File: src/rtl/reorder_buffer_pkg.sv
// rtl/reorder_buffer_pkg.sv - shared defaults and entry attribute type for the reorder buffer
package reorder_buffer_pkg;

    localparam int ROB_DEPTH_DEF = 8;
    localparam int ROB_XLEN_DEF  = 32;
    localparam int ROB_RA_W_DEF  = 5;
    localparam int ROB_N_WB_DEF  = 3;

    // Per-entry instruction attributes captured at issue and replayed at commit.
    typedef struct packed {
        logic w;
        logic load;
        logic store;
        logic jump;
    } rob_attr_t;

endpackage

File: src/rtl/reorder_buffer_fwd_search.sv
// rtl/reorder_buffer_fwd_search.sv - youngest-first priority match over the occupied ring window
module reorder_buffer_fwd_search #(
    parameter  int DEPTH = 8,
    localparam int TAG_W = $clog2(DEPTH)
) (
    input  logic [DEPTH-1:0] match_i,
    input  logic [TAG_W-1:0] head_i,
    input  logic [TAG_W:0]   count_i,
    output logic             hit_o,
    output logic [TAG_W-1:0] idx_o
);

    logic [TAG_W-1:0] pos;
    logic             found;

    // Walk k = 0 (tail-1, youngest) up to count-1 (head, oldest); first match wins.
    always_comb begin
        found = 1'b0;
        idx_o = '0;
        pos   = '0;
        for (int k = 0; k < DEPTH; k++) begin
            pos = head_i + count_i[TAG_W-1:0] - TAG_W'(k + 1);
            if (!found && ((TAG_W+1)'(k) < count_i) && match_i[pos]) begin
                found = 1'b1;
                idx_o = pos;
            end
        end
        hit_o = found;
    end

endmodule

File: src/rtl/reorder_buffer.sv
// rtl/reorder_buffer.sv - in-order-commit reorder buffer with out-of-order write-back,
// register forwarding lookup and flush
module reorder_buffer
    import reorder_buffer_pkg::*;
#(
    parameter  int DEPTH = ROB_DEPTH_DEF,
    parameter  int XLEN  = ROB_XLEN_DEF,
    parameter  int RA_W  = ROB_RA_W_DEF,
    parameter  int N_WB  = ROB_N_WB_DEF,
    localparam int TAG_W = $clog2(DEPTH),
    localparam int CNT_W = TAG_W + 1
) (
    input  logic                  clk,
    input  logic                  reset,
    input  logic                  alloc_valid,
    output logic                  alloc_ready,
    input  logic [XLEN-1:0]       alloc_pc,
    input  logic [RA_W-1:0]       alloc_reg,
    input  logic                  alloc_w,
    input  logic                  alloc_load,
    input  logic                  alloc_store,
    input  logic                  alloc_jump,
    output logic [TAG_W-1:0]      alloc_tag,
    input  logic [N_WB-1:0]       wb_valid,
    input  logic [N_WB*TAG_W-1:0] wb_tag,
    input  logic [N_WB*XLEN-1:0]  wb_val,
    input  logic [N_WB-1:0]       wb_exc,
    output logic                  commit_valid,
    input  logic                  commit_ready,
    output logic [XLEN-1:0]       commit_pc,
    output logic [RA_W-1:0]       commit_reg,
    output logic [XLEN-1:0]       commit_val,
    output logic                  commit_w,
    output logic                  commit_load,
    output logic                  commit_store,
    output logic                  commit_jump,
    output logic                  commit_exc,
    output logic [TAG_W-1:0]      commit_tag,
    input  logic                  flush,
    input  logic [RA_W-1:0]       fwd_reg,
    output logic                  fwd_hit,
    output logic                  fwd_done,
    output logic [XLEN-1:0]       fwd_val,
    output logic [CNT_W-1:0]      count
);

    logic [TAG_W-1:0] head_q, head_d;
    logic [TAG_W-1:0] tail_q, tail_d;
    logic [CNT_W-1:0] count_q, count_d;
    logic [DEPTH-1:0] valid_q, valid_d;
    logic [DEPTH-1:0] done_q, done_d;
    logic [DEPTH-1:0] exc_q, exc_d;

    logic [XLEN-1:0]  pc_q   [DEPTH];
    logic [RA_W-1:0]  reg_q  [DEPTH];
    logic [XLEN-1:0]  val_q  [DEPTH];
    rob_attr_t        attr_q [DEPTH];

    logic [TAG_W-1:0] wb_tag_a [N_WB];
    logic [XLEN-1:0]  wb_val_a [N_WB];
    logic [N_WB-1:0]  wb_hit;
    logic             wb_dup;

    logic             alloc_fire;
    logic             commit_fire;
    logic [DEPTH-1:0] fwd_match;
    logic             fwd_found;
    logic [TAG_W-1:0] fwd_idx;

    always_comb begin
        for (int i = 0; i < N_WB; i++) begin
            wb_tag_a[i] = wb_tag[i*TAG_W +: TAG_W];
            wb_val_a[i] = wb_val[i*XLEN +: XLEN];
            wb_hit[i]   = wb_valid[i] && valid_q[wb_tag[i*TAG_W +: TAG_W]] && !flush;
        end
    end

    always_comb begin
        wb_dup = 1'b0;
        for (int i = 0; i < N_WB; i++) begin
            for (int j = i + 1; j < N_WB; j++) begin
                if (wb_valid[i] && wb_valid[j] && (wb_tag_a[i] == wb_tag_a[j])) begin
                    wb_dup = 1'b1;
                end
            end
        end
    end

    always @(posedge clk) begin
        if (reset && !flush) begin
            assert (!wb_dup) else $error("reorder_buffer: two write-back ports target the same tag");
        end
    end

    // Full stays full in a commit cycle: readiness looks only at registered occupancy.
    assign alloc_ready  = (count_q != CNT_W'(DEPTH)) && !flush;
    assign alloc_fire   = alloc_valid && alloc_ready;
    assign commit_valid = (count_q != '0) && done_q[head_q] && !flush;
    assign commit_fire  = commit_valid && commit_ready;

    assign alloc_tag    = tail_q;
    assign count        = count_q;

    assign commit_tag   = head_q;
    assign commit_pc    = pc_q[head_q];
    assign commit_reg   = reg_q[head_q];
    assign commit_val   = val_q[head_q];
    assign commit_w     = attr_q[head_q].w;
    assign commit_load  = attr_q[head_q].load;
    assign commit_store = attr_q[head_q].store;
    assign commit_jump  = attr_q[head_q].jump;
    assign commit_exc   = exc_q[head_q];

    always_comb begin
        valid_d = valid_q;
        done_d  = done_q;
        exc_d   = exc_q;
        for (int i = 0; i < N_WB; i++) begin
            if (wb_hit[i]) begin
                done_d[wb_tag_a[i]] = 1'b1;
                exc_d[wb_tag_a[i]]  = wb_exc[i];
            end
        end
        if (commit_fire) begin
            valid_d[head_q] = 1'b0;
            done_d[head_q]  = 1'b0;
            exc_d[head_q]   = 1'b0;
        end
        if (alloc_fire) begin
            valid_d[tail_q] = 1'b1;
            done_d[tail_q]  = 1'b0;
            exc_d[tail_q]   = 1'b0;
        end
        if (flush) begin
            valid_d = '0;
            done_d  = '0;
            exc_d   = '0;
        end
    end

    always_comb begin
        head_d  = head_q;
        tail_d  = tail_q;
        count_d = count_q;
        if (commit_fire) begin
            head_d = head_q + TAG_W'(1);
        end
        if (alloc_fire) begin
            tail_d = tail_q + TAG_W'(1);
        end
        if (alloc_fire && !commit_fire) begin
            count_d = count_q + CNT_W'(1);
        end else if (commit_fire && !alloc_fire) begin
            count_d = count_q - CNT_W'(1);
        end
        if (flush) begin
            head_d  = '0;
            tail_d  = '0;
            count_d = '0;
        end
    end

    always_ff @(posedge clk or negedge reset) begin
        if (!reset) begin
            head_q  <= '0;
            tail_q  <= '0;
            count_q <= '0;
            valid_q <= '0;
            done_q  <= '0;
            exc_q   <= '0;
        end else begin
            head_q  <= head_d;
            tail_q  <= tail_d;
            count_q <= count_d;
            valid_q <= valid_d;
            done_q  <= done_d;
            exc_q   <= exc_d;
        end
    end

    // Payload is qualified by the flag vectors, so it carries no reset.
    always_ff @(posedge clk) begin
        if (alloc_fire) begin
            pc_q[tail_q]   <= alloc_pc;
            reg_q[tail_q]  <= alloc_reg;
            attr_q[tail_q] <= '{w: alloc_w, load: alloc_load, store: alloc_store, jump: alloc_jump};
        end
        for (int i = 0; i < N_WB; i++) begin
            if (wb_hit[i]) begin
                val_q[wb_tag_a[i]] <= wb_val_a[i];
            end
        end
    end

    always_comb begin
        for (int e = 0; e < DEPTH; e++) begin
            fwd_match[e] = valid_q[e] && attr_q[e].w && (reg_q[e] == fwd_reg) && (fwd_reg != '0);
        end
    end

    reorder_buffer_fwd_search #(
        .DEPTH (DEPTH)
    ) u_fwd_search (
        .match_i (fwd_match),
        .head_i  (head_q),
        .count_i (count_q),
        .hit_o   (fwd_found),
        .idx_o   (fwd_idx)
    );

    assign fwd_hit  = fwd_found;
    assign fwd_done = fwd_found && done_q[fwd_idx];
    assign fwd_val  = fwd_found ? val_q[fwd_idx] : '0;

endmodule

File: config.mk
export PLATFORM = sky130hd
export DESIGN_NAME = reorder_buffer
export DESIGN_NICKNAME = d
export VERILOG_FILES = /design/src/rtl/reorder_buffer_pkg.sv /design/src/rtl/reorder_buffer_fwd_search.sv /design/src/rtl/reorder_buffer.sv
export SDC_FILE = /design/constraint.sdc
export NUM_CORES = 1
export LEC_CHECK = 0
export ABC_CLOCK_PERIOD_IN_PS = 6700
export CAP_MARGIN = 20
export CORE_UTILIZATION = 59
export CTS_CLUSTER_SIZE = 40
export DETAILED_ROUTE_END_ITERATION = 7
export PLACE_DENSITY = 0.79
export SKIP_CTS_REPAIR_TIMING = 1
export SLEW_MARGIN = 20
export SYNTH_ARGS = -nofsm -noshare
export SYNTH_HDL_FRONTEND = slang
export SYNTH_SLANG_ARGS = --single-unit
File: constraint.sdc
create_clock -name clk -period 6.7 [get_ports clk]
set_input_delay 0.67 -clock clk [delete_from_list [all_inputs] [get_ports clk]]
set_output_delay 0.67 -clock clk [all_outputs]
set_load 0.02 [all_outputs]
==> metrics.cfg <==
[pwr]
pwr-share-seq = 0.498
power_per_cell_area_nw_per_um2 = 218
power_mw = 8.61
internal-power_mw = 6.68
peakVddDrop_uv = 200
pwr-share-clk = 0.434
p_leak_nw = 14.3
pwr-share-comb = 0.068
p_sw_mw = 1.93
p_sw_frac = 0.224

[place]
pre_cts_ws_ns = 0.403
hpwl_mm = 63.9
gp_congestion = 0.921
portBuffers = 281

[die]
ios = 282
core_area_sq_um = 56600
dieArea_sq_um = 58500
fp.dieH_um = 242
die_w_um = 242
placementRows = 87
initial_utilization = 0.600

[layout]
multi_input_area_sq_um = 14300
regArea_sq_um = 18400
drive_above_1_share = 0.0893
nFillCells = 3986
area_delta_synth_final_pct = 16.1
final_nets = 3288

[grt]
grt_pass1_wl_mm = 162
grtUsageTotal = 0.368
grt-ovfl-total = 0
antenna_found_initial = 14
grt_max_degree = 158
grt_pass1_vias = 26700

[synthesis]
synth_compound_area_frac = 0.164
synth_edf_count = 584
synth.most_common_cell = edfxtp_1
ys_warn_count = 0
synth_xor_area_frac = 0.0161
synthSimpleGateAreaFrac = 0.0935
netlist_area_sq_um = 34000
yosysUniqueCellTypes = 83
synth_mux_area_frac = 0.139
synth_top_cells_by_area = edfxtp_1, mux2i_1, a21oi_1, clkbuf_1, o21ai_0
ys_seq_area_frac = 0.541
syn-num-nets = 3206
synth_top_family_by_area = compound AO/OA/AOI/OAI gates
ys_ff_latch = 618
synthTopCellsByCount = edfxtp_1, mux2i_1, clkbuf_1
syn_area_per_cell_sq_um = 11.2
async_flop_share = 0.0550
synthCells = 3035
synth_fa_ha_area_frac = 0.00354
synth_top_area_frac = 0.516
yosysTopAreaCell = edfxtp_1
synth_ff_type = edfxtp_1

[hold_path]
hp-class = in2async

[critical_path]
crit_chain = ha_1 -> fa_1 -> ha_1 -> clkinv_1 -> nor3_1 -> o21ai_0 -> a211oi_2 -> a21oi_4 -> mux2i_1 -> nand3_1 -> o21ai_4 -> clkbuf_8 -> and3_1 -> o21ai_1 -> o2111ai_1 -> clkdlybuf4s50_1
cp_max_fo = 78
critical_path_class = reg2out
arrival_ns = 5.81
cp_common_cell = ha_1
critPathMaxStageDelay_ns = 0.69
worstPathRequired_ns = 6.03
cp-start-kind = flip-flop
crit_slowest_cell = clkdlybuf4s50_1
critPathCaptureType = output pin

[clock_tree]
path_clk_slew_ns = 0.06
h-tree-depth = 3
cts_tree = done
numCtsBuffers = 66
clock_sinks = 618
clock-root-buffer = clkbuf_16
clkLatencyLatePin_ns = 0.62
ctsLongestPathBuffers = 3

[sta]
rsz0062_at_grt = no
setup_ws_ns = 0.215
fin_crit_ns = 6.48
finalHoldViolCount = 0
fmax_mhz = 154
maxSlewViolCount = 0
setup_violations = 0
relSlewSlack = 0.150
tns_ns = 0
worst_pin_slew_ns = 1.27
clock-skew-final_ns = 0.0155
fin_crit_sh = 0.968

[route]
vias = 26900
ant_nets = 0
drt_wl_total_mm = 110
vias_per_cell = 6.84
drc = 0
drtPass1Iterations = 6
wl_per_cell_um = 28.0
drt_iter0_drc = 3389

[run]
drv_cap = 0

[outcome]
status = completed

## layout by cell type (no fill, tap or decap), drive strengths merged, types with 23 or more instances in the layout
| cell | netlist | layout |
|---|---|---|
| xnor2 | 36 | 36 |
| nor2 | 224 | 224 |
| mux2 | 29 | 29 |
| mux2i | 430 | 430 |
| buf | 84 | 74 |
| a221oi | 45 | 45 |
| a22oi | 60 | 60 |
| nand2 | 221 | 221 |
| o21ai | 251 | 251 |
| a211oi | 30 | 30 |
| a21boi | 101 | 101 |
| clkbuf | 256 | 77 |
| o22ai | 39 | 39 |
| clkinv | 1 | 32 |
| o2111ai | 33 | 33 |
| dfrtp | 34 | 34 |
| a21oi | 210 | 210 |
| a221o | 23 | 23 |
| edfxtp | 584 | 584 |
| and3 | 106 | 106 |
| clkdlybuf4s50 | 0 | 278 |
## logic make-up (layout without fill, tap and decap cells)
logic type,after synthesis,in the layout
xor gates and xnor gates,56,56
muxes,463,463
AOI/OAI and AO/OA,858,858
buffers and inverters,353,486
DFF,618,618
and+or+nand+nor,678,678
other,0,7
adders and majority gates,9,9
## worst max-delay path, delay by kind of cell (launching register included)
family,cells,cell delay (ns)
buffers and inverters,3,1.44
multiplexers,1,0.25
AO/OA/AOI/OAI,6,1.25
adder cells (fa/ha/maj),3,1.14
AND/OR/NAND/NOR,3,0.60
flip-flops,1,0.47
## per-layer routing
layer  up-vias  track usage  routed length (um)
met3       459       0.0943               12900
li1      11600            -                   -
met4        14        0.194                5900
met5         -            0                  82
met2      1834        0.592               51500
met1     12900        0.457               39600
## cell type report
cell class / instances / area share
timing repair buffer: 354 / 0.0891
clock inverter: 44 / 0.0129
inverter: 13 / 0.00124
tap: 756 / 0.0240
antenna: 7 / 0.000444
multi-input combinational: 2064 / 0.363
sequential: 618 / 0.466
clock buffer: 75 / 0.0433
## registers in the layout, summed over array words and instances (netlist names), 4 cells and up
signal,cells
reg_q,40
exc_q,8
valid_q,8
count,4
pc_q,256
attr_q,32
val_q,256
done_q,8
## worst paths after layout
| check | start | endpoint | slack [ns] | cells after the start |
|---|---|---|---|---|
| setup reg to reg | commit_tag[0]$_DFFE_PN0P_ | exc_q[2]$_DFF_PN0_ | 1.94 | 11 |
| max in group asynchronous | reset | commit_tag[2]$_DFFE_PN0P_ | 5.87 | 2 |
| hold / removal | reset | alloc_tag[2]$_DFFE_PN0P_ | 0.47 | 2 |
| min in group clk | done_q[5]$_DFF_PN0_ | done_q[5]$_DFF_PN0_ | 0.55 | 2 |
| setup / recovery | commit_tag[0]$_DFFE_PN0P_ | fwd_val[4] | 0.22 | 16 |
| hold reg to reg | done_q[5]$_DFF_PN0_ | done_q[5]$_DFF_PN0_ | 0.55 | 2 |
## power groups by stage
stage / combinational (mW) / clock, mW / sequential (mW)
CTS: 0.573 / 3.75 / 4.29
global placement: 0.550 / 0 / 4.37
detailed placement: 0.569 / 0 / 4.37
finish: 0.584 / 3.74 / 4.29
global route: 0.622 / 3.89 / 4.29
floorplan: 0.315 / 0 / 4.37
## per-stage QoR
stage,cell area (sq um),util,cells,hold slack [ns]
floorplan,34000,-,3035,0.374
global placement,37100,0.656,3801,0.520
detailed placement,37100,0.656,3801,0.529
CTS,39300,0.695,3920,0.455
global route,39400,0.697,3928,0.490
finish,39400,0.697,3931,0.465
Power figures use the tool's default switching activity.
